--- src/rtl/tmds_pkg.sv ---
// Shared TMDS receive definitions: control tokens, symbol width, aligner FSM states.
// Latency: n/a (package only).
// Backpressure: n/a (package only).
//
// Tokens are written q[9]..q[0]; q[0] is the first bit on the wire.
package tmds_pkg;

  localparam int SYMBOL_BITS = 10;

  // Control-period tokens, indexed by {c1, c0}
  localparam logic [SYMBOL_BITS-1:0] TOK_00 = 10'b1101010100;
  localparam logic [SYMBOL_BITS-1:0] TOK_01 = 10'b0010101011;
  localparam logic [SYMBOL_BITS-1:0] TOK_10 = 10'b0101010100;
  localparam logic [SYMBOL_BITS-1:0] TOK_11 = 10'b1010101011;

  // Symbol aligner states
  typedef enum logic [1:0] {
    HUNT   = 2'd0,
    VERIFY = 2'd1,
    LOCKED = 2'd2
  } state_t;

  // Result of decoding one 10-bit symbol
  typedef struct packed {
    logic       is_token;
    logic [1:0] ctl;       // {c1, c0}, meaningful only when is_token=1
    logic [7:0] data;      // meaningful only when is_token=0
  } dec_t;

endpackage

--- src/rtl/tmds_decode.sv ---
// Combinational TMDS 10b symbol decoder: token detect + 8-bit data recovery.
// Latency: 0 cycles (purely combinational).
// Backpressure: none; output follows input every cycle.
//
// Ports:
//   sym  in   10  symbol, q[9]..q[0] with q[0] the oldest bit on the wire
//   dec  out  11  {is_token, ctl[1:0], data[7:0]}
module tmds_decode
  import tmds_pkg::*;
(
  input  logic [SYMBOL_BITS-1:0] sym,
  output dec_t                   dec
);

  logic [7:0] qi;    // data bits after optional inversion
  logic [7:0] dat;

  // q[9] flags an inverted payload; q[8] selects XOR vs XNOR chaining.
  always_comb begin
    qi     = sym[9] ? ~sym[7:0] : sym[7:0];
    dat    = '0;
    dat[0] = qi[0];
    for (int i = 1; i < 8; i++) begin
      dat[i] = sym[8] ? (qi[i] ^ qi[i-1]) : ~(qi[i] ^ qi[i-1]);
    end
  end

  always_comb begin
    dec          = '0;
    dec.data     = dat;
    unique case (sym)
      TOK_00:  begin dec.is_token = 1'b1; dec.ctl = 2'b00; end
      TOK_01:  begin dec.is_token = 1'b1; dec.ctl = 2'b01; end
      TOK_10:  begin dec.is_token = 1'b1; dec.ctl = 2'b10; end
      TOK_11:  begin dec.is_token = 1'b1; dec.ctl = 2'b11; end
      default: begin dec.is_token = 1'b0; dec.ctl = 2'b00; end
    endcase
  end

endmodule

--- src/rtl/colorinput.sv ---
// Serial TMDS channel receiver: bit-level symbol alignment on control tokens, then per-symbol decode.
// Latency: outputs register one cycle after the symbol's last bit is in the window (boundary).
// Backpressure: none; din is consumed every cycle, valid is a one-cycle strobe per symbol.
//
// Ports:
//   clk              in   1  serial bit clock, one TMDS bit per cycle
//   rst              in   1  synchronous active-high reset
//   din              in   1  serial bit, LSB of each symbol first
//   dout             out  8  decoded pixel data (meaningful when blanking=0)
//   blanking         out  1  last decoded symbol was a control token
//   c0, c1           out  1  control bits of the last control token
//   valid            out  1  one-cycle strobe per decoded symbol while locked
//   locked           out  1  symbol alignment established
//   lock_loss_count  out  8  saturating LOCKED->HUNT counter
//
// Build option: define COLORINPUT_LOCKSTAT_EN to include the lock-loss counter;
// otherwise lock_loss_count is tied to 0.
module colorinput #(
  parameter int LOCK_COUNT = 4,
  parameter int MISS_LIMIT = 8
) (
  input  logic       clk,
  input  logic       rst,
  input  logic       din,
  output logic [7:0] dout,
  output logic       blanking,
  output logic       c0,
  output logic       c1,
  output logic       valid,
  output logic       locked,
  output logic [7:0] lock_loss_count
);

  import tmds_pkg::*;

  localparam int TCW = (LOCK_COUNT < 2) ? 1 : $clog2(LOCK_COUNT + 1);
  localparam int MCW = (MISS_LIMIT < 2) ? 1 : $clog2(MISS_LIMIT + 1);
  // With a lock threshold of one, the first token sighting already locks.
  localparam bit FAST_LOCK = (LOCK_COUNT <= 1);

  // ------------------------------------------------------------------
  // Datapath state
  // ------------------------------------------------------------------
  logic [SYMBOL_BITS-1:0] shreg;         // bit 0 = oldest bit
  logic [3:0]             phase;         // 0..9, 9 = symbol boundary
  logic [TCW-1:0]         tok_cnt;       // aligned tokens seen while verifying
  logic [MCW-1:0]         miss_cnt;      // misaligned sightings while locked
  logic                   aligned_seen;  // last boundary carried a token

  state_t state, state_next;
  dec_t   dec;

  tmds_decode u_decode (
    .sym (shreg),
    .dec (dec)
  );

  logic boundary;
  logic miss_hit;
  logic tok_done;
  logic miss_done;

  assign boundary  = (phase == 4'd9);
  // A token in the window at the boundary is aligned by definition, so an
  // aligned and a misaligned sighting can never coincide.
  assign miss_hit  = dec.is_token && !boundary && !aligned_seen;
  assign tok_done  = (tok_cnt >= TCW'(LOCK_COUNT - 1));
  assign miss_done = (miss_cnt >= MCW'(MISS_LIMIT - 1));

  // ------------------------------------------------------------------
  // FSM: state register
  // ------------------------------------------------------------------
  always_ff @(posedge clk) begin
    if (rst) begin
      state <= HUNT;
    end else begin
      state <= state_next;
    end
  end

  // ------------------------------------------------------------------
  // FSM: next-state logic
  // ------------------------------------------------------------------
  always_comb begin
    state_next = state;
    unique case (state)
      HUNT: begin
        if (dec.is_token) begin
          state_next = FAST_LOCK ? LOCKED : VERIFY;
        end
      end
      VERIFY: begin
        if (boundary) begin
          if (!dec.is_token) begin
            state_next = HUNT;
          end else if (tok_done) begin
            state_next = LOCKED;
          end
        end
      end
      LOCKED: begin
        if (miss_hit && miss_done) begin
          state_next = HUNT;
        end
      end
      default: state_next = HUNT;
    endcase
  end

  // ------------------------------------------------------------------
  // FSM: output logic (next values of the registered outputs)
  // ------------------------------------------------------------------
  logic [7:0] dout_n;
  logic       blank_n;
  logic       c0_n;
  logic       c1_n;
  logic       valid_n;

  always_comb begin
    dout_n  = dout;
    blank_n = blanking;
    c0_n    = c0;
    c1_n    = c1;
    valid_n = 1'b0;
    if (state == LOCKED && boundary) begin
      valid_n = 1'b1;
      if (dec.is_token) begin
        blank_n = 1'b1;
        c0_n    = dec.ctl[0];
        c1_n    = dec.ctl[1];
      end else begin
        blank_n = 1'b0;
        dout_n  = dec.data;
      end
    end
  end

  always_ff @(posedge clk) begin
    if (rst) begin
      dout     <= 8'd0;
      blanking <= 1'b1;
      c0       <= 1'b0;
      c1       <= 1'b0;
      valid    <= 1'b0;
      locked   <= 1'b0;
    end else begin
      dout     <= dout_n;
      blanking <= blank_n;
      c0       <= c0_n;
      c1       <= c1_n;
      valid    <= valid_n;
      locked   <= (state_next == LOCKED);
    end
  end

  // ------------------------------------------------------------------
  // Shift register, phase and alignment counters
  // ------------------------------------------------------------------
  always_ff @(posedge clk) begin
    if (rst) begin
      shreg        <= '0;
      phase        <= 4'd0;
      tok_cnt      <= '0;
      miss_cnt     <= '0;
      aligned_seen <= 1'b0;
    end else begin
      shreg <= {din, shreg[SYMBOL_BITS-1:1]};
      phase <= boundary ? 4'd0 : phase + 4'd1;

      if (boundary) begin
        aligned_seen <= dec.is_token;
      end

      unique case (state)
        HUNT: begin
          miss_cnt <= '0;
          if (dec.is_token) begin
            // Window just completed a token: the next cycle is phase 0 of
            // the following symbol.
            phase        <= 4'd0;
            tok_cnt      <= TCW'(1);
            aligned_seen <= 1'b1;
          end
        end
        VERIFY: begin
          miss_cnt <= '0;
          if (boundary && dec.is_token && !tok_done) begin
            tok_cnt <= tok_cnt + TCW'(1);
          end
        end
        LOCKED: begin
          if (boundary && dec.is_token) begin
            miss_cnt <= '0;
          end else if (miss_hit) begin
            miss_cnt <= miss_done ? '0 : miss_cnt + MCW'(1);
          end
        end
        default: begin
          miss_cnt <= '0;
        end
      endcase
    end
  end

  // ------------------------------------------------------------------
  // Optional lock-loss statistics
  // ------------------------------------------------------------------
`ifdef COLORINPUT_LOCKSTAT_EN
  logic [7:0] loss_cnt;

  always_ff @(posedge clk) begin
    if (rst) begin
      loss_cnt <= 8'd0;
    end else if (state == LOCKED && state_next == HUNT && loss_cnt != 8'hFF) begin
      loss_cnt <= loss_cnt + 8'd1;
    end
  end

  assign lock_loss_count = loss_cnt;
`else
  assign lock_loss_count = 8'd0;
`endif

endmodule

--- config.mk ---
export PLATFORM = sky130hd
export DESIGN_NAME = colorinput
export DESIGN_NICKNAME = d
export VERILOG_FILES = /design/src/rtl/tmds_pkg.sv /design/src/rtl/tmds_decode.sv /design/src/rtl/colorinput.sv
export SDC_FILE = /design/constraint.sdc
export NUM_CORES = 1
export LEC_CHECK = 0
export CAP_MARGIN = 15
export CORE_MARGIN = 2
export CORE_UTILIZATION = 53
export CTS_CLUSTER_DIAMETER = 50
export DETAILED_ROUTE_END_ITERATION = 8
export HOLD_SLACK_MARGIN = 0.1
export PLACE_DENSITY_LB_ADDON = 0.12
export SETUP_SLACK_MARGIN = 0.5
export SKIP_LAST_GASP = 1
export SYNTH_ARGS = -nofsm -noshare
export SYNTH_HDL_FRONTEND = slang
export SYNTH_SLANG_ARGS = --single-unit
--- constraint.sdc ---
create_clock -name clk -period 1.9 [get_ports clk]
set_input_delay 0.19 -clock clk [delete_from_list [all_inputs] [get_ports clk]]
set_output_delay 0.19 -clock clk [all_outputs]
set_load 0.02 [all_outputs]
==> out/results.md <==
| Quantity | Value | Unit |
|:---|:---|:---|
| Ports | 24 | - |
| Crit path arrival time | 2.00 | ns |
| Fraction of final layout cells sized beyond drive strength 1 | 28.7 | % |
| Cell chain of the critical path | nor4b_4, and4b_2, o21ai_4, or4b_1, a21oi_2 | - |
| Status | finished clean | - |
| Yosys cell types | 42 | - |
| Post-synthesis sequential area ratio | 44.4 | % |
| Total via count after detailed routing | 1324 | - |
| Post-route standard cell area excluding fillers | 2160 | um^2 |
| Max Slew Vio Count | 0 | - |
| Area overhead of the layout relative to synthesis | 29.5 | % |
| Post-synth EDFFs | 0 | - |
| Maximum number of pins on one net before global-route repair | 19 | - |
| Share of the synthesized area in the top cell type | 44.4 | % |
| Synth warn | 0 | - |
| Cell Area, Synth | 1670 | um^2 |
| Placement Cell Area | 1880 | um^2 |
| CTS tree | built | - |
| Clock Sink Count | 37 | - |
| Worst Path Buf+Inv | 0 | - |
| Number of global-route vias before repair | 1189 | - |
| Starting utilization of the core area | 55.1 | % |
| Number of buffers created by CTS | 5 | - |
| Worst path top cell family by delay | simple AND/OR/NAND/NOR gates | - |
| Aggregate global routing overflow | 0 | - |
| Most used flip-flop cell after synthesis | dfxtp_1 | - |
| Die Area | 3610 | um^2 |
| Fraction of the cycle the final worst path needs | 90.2 | % |
| Path category of the worst min-delay check | input port to flop | - |
| Post-DR wirelength/cell | 13.4 | um |
| Data required, critical path | 2.19 | ns |
| Post-synthesis cell type with the largest combined area | dfxtp_1 | - |
| Fmax | 0.584 | GHz |
| Worst vdd rail ir drop | 505 | uV |
| Unrepaired setup endpoints after global routing | yes | - |
| Half-perimeter wire length after detailed placement | 2220 | um |
| Largest incremental delay on the critical path | 0.50 | ns |
| Std-Cell Core Area | 3030 | um^2 |
| Final-report setup violation count | 0 | - |
| Number of hold violations in the final report | 0 | - |
| Total DRC errors in the routed layout | 0 | - |
| Max Buffers Root-to-Sink | 2 | - |
| Total negative setup slack | 0 | ns |
| Post-synthesis sequential element count | 37 | - |
| Maximum fanout along the worst path | 5 | - |
| Worst path slowest cell | or4b_1 | - |
| Gate count of the mapped netlist | 176 | - |
| First-pass GRT wire length | 5540 | um |
| Avg Vias per Cell | 5.23 | - |
| Global-route total usage across every layer | 20.7 | % |
| Final Critical Period | 1.71 | ns |
| Last weighted congestion value of the routability-driven placer | 0.783 | - |
| Synthesized area per cell | 9.48 | um^2 |
| LEAKAGE | 0.000907 | uW |
| Number of I/O port buffers | 15 | - |
| Horizontal extent of the die | 60.1 | um |
| Top cells by area, synth | dfxtp_1 (44%), mux2i_1 (7.2%), xnor2_1 (4.7%) | - |
| Synth async-reset ratio | 0 | % |
| Later-pin clock latency in the skew report | 0.34 | ns |
| Sort of element at the start of the critical path | flop | - |
| Clock input transition at the sequential cells of the worst setup and hold paths | 0.11 | ns |
| Final antenna-violating net count | 0 | - |
| Number of H-tree levels | 2 | - |
| Number of hold-repair buffers added at the cts stage | 0 | - |
| Type of the worst setup path | flop to flop | - |
| Antenna violations before repair | 0 | - |
| Initial DRC count | 73 | - |
| Chip Height | 60.1 | um |
| Number of antenna cells inserted | 0 | - |
| Areal power density over the cells | 618 | nW/um^2 |
| Count of TritonRoute iterations in the first routing pass | 4 | - |
| Setup skew after layout | 0.0125 | ns |
| Root Buffer | clkbuf_4 | - |
| Number of rows in the core area | 20 | - |
| Final wirelength | 3390 | um |
| Net total in the final layout | 214 | - |
| Nature of the critical path endpoint | flop | - |
| Final-layout fill cell count | 234 | - |
| Reported max-cap violation count | 0 | - |
==> power by group <==
| part | internal (uW) | total, uW | switching (uW) |
|---|---|---|---|
| Sequential | 781 | 795 | 13.9 |
| Combinational | 28.8 | 68.4 | 39.7 |
| Clock | 214 | 472 | 257 |
| Total | 1020 | 1340 | 311 |
==> state kept, by name (all words and copies together), names as in the netlist, 2 cells and up <==
name	flops
tok_cnt	3
miss_cnt	4
dout	8
state	2
phase	4
shreg	10
==> worst register-to-register path, cell delays in order, from the launching register on <==
cell	delay [ns]
dfxtp_4	0.37
nor4b_4	0.28
and4b_2	0.32
o21ai_4	0.08
or4b_1	0.50
a21oi_2	0.13
==> layer usage <==
layer / GRT usage, % / up-vias / share of wire [%]
li1: - / 657 / -
met5: 0 / - / 0
met1: 28.5 / 618 / 48
met3: 6.49 / 5 / 4.7
met4: 7.62 / 0 / 1.1
met2: 30.3 / 44 / 46
==> what timing repair did <==
action / 4_1_cts / 5_1_grt
resized for setup: 40 / 16
buffers inserted: 10 / 0
endpoints found under the setup margin: 38 / 26
endpoints found under the hold margin: 0 / 0
gates cloned: 0 / 0
pin swaps: 13 / 10
==> Yosys cell counts, types with 4 or more instances <==
| cell type | count |
|---|---|
| nand2_1 | 15 |
| nor2b_1 | 10 |
| nor2_1 | 20 |
| inv_1 | 5 |
| xor2_1 | 4 |
| mux2i_1 | 12 |
| buf_4 | 8 |
| dfxtp_1 | 37 |
| a21oi_1 | 8 |
| xnor2_1 | 9 |
| o21ai_0 | 7 |
==> stage by stage <==
step	cells	util [%]	setup slack, ns	total power [uW]	hold slack (ns)
after floorplan	183	-	0.232	875	0.262
after global placement	235	62.1	0.175	875	0.456
after detailed placement	235	62.1	0.108	877	0.460
after CTS	253	69.7	0.213	1340	0.380
after global routing	253	71.3	0.108	1400	0.398
final	253	71.3	0.186	1340	0.380
==> cell type report <==
type / instances / area [um^2] / area share [%]
flip-flops and latches: 37 / 761 / 35.2
repair buffers: 29 / 255 / 11.8
well taps: 44 / 55.1 / 2.55
clock inverters: 1 / 5.00 / 0.232
multi-input cells: 130 / 1000 / 46.3
clock buffers: 7 / 65.1 / 3.01
inverters: 5 / 18.8 / 0.869
==> placed cells by master (no fill, tap or decap), drive strengths merged, types with 2 or more instances in the layout <==
master          n
buf            14
a211oi          2
nor2           20
nand2          15
xnor2           9
mux2i          12
xor2            4
a22oi           2
nor3            2
ha              3
nand2b          3
and4b           3
nor3b           2
o21ai           8
nor2b          10
clkbuf          7
clkdlybuf4s50   2
a21oi           8
inv             5
nand4b          2
dlygate4sd2    13
dfxtp          37
conb            8
==> worst paths after layout <==
path            start           to  slack, ns  cells past startpoint
max          shreg[7]  miss_cnt[2]       0.19                      5
min               din     shreg[9]       0.38                      2
max reg2reg  shreg[7]  miss_cnt[2]       0.19                      5
min reg2reg        c1           c1       0.47                      2
==> kinds of logic after synthesis <==
group | Yosys count | synth area share [%]
muxes | 12 | 7.20
other | 1 | 0.225
adders and majority gates | 3 | 2.25
AOI/OAI and AO/OA | 26 | 9.83
xor gates and xnor gates | 13 | 6.83
buffers and inverters | 16 | 5.85
and+or+nand+nor | 68 | 23.4
DFF | 37 | 44.4
No activity file was read; power rests on OpenSTA's default activity.
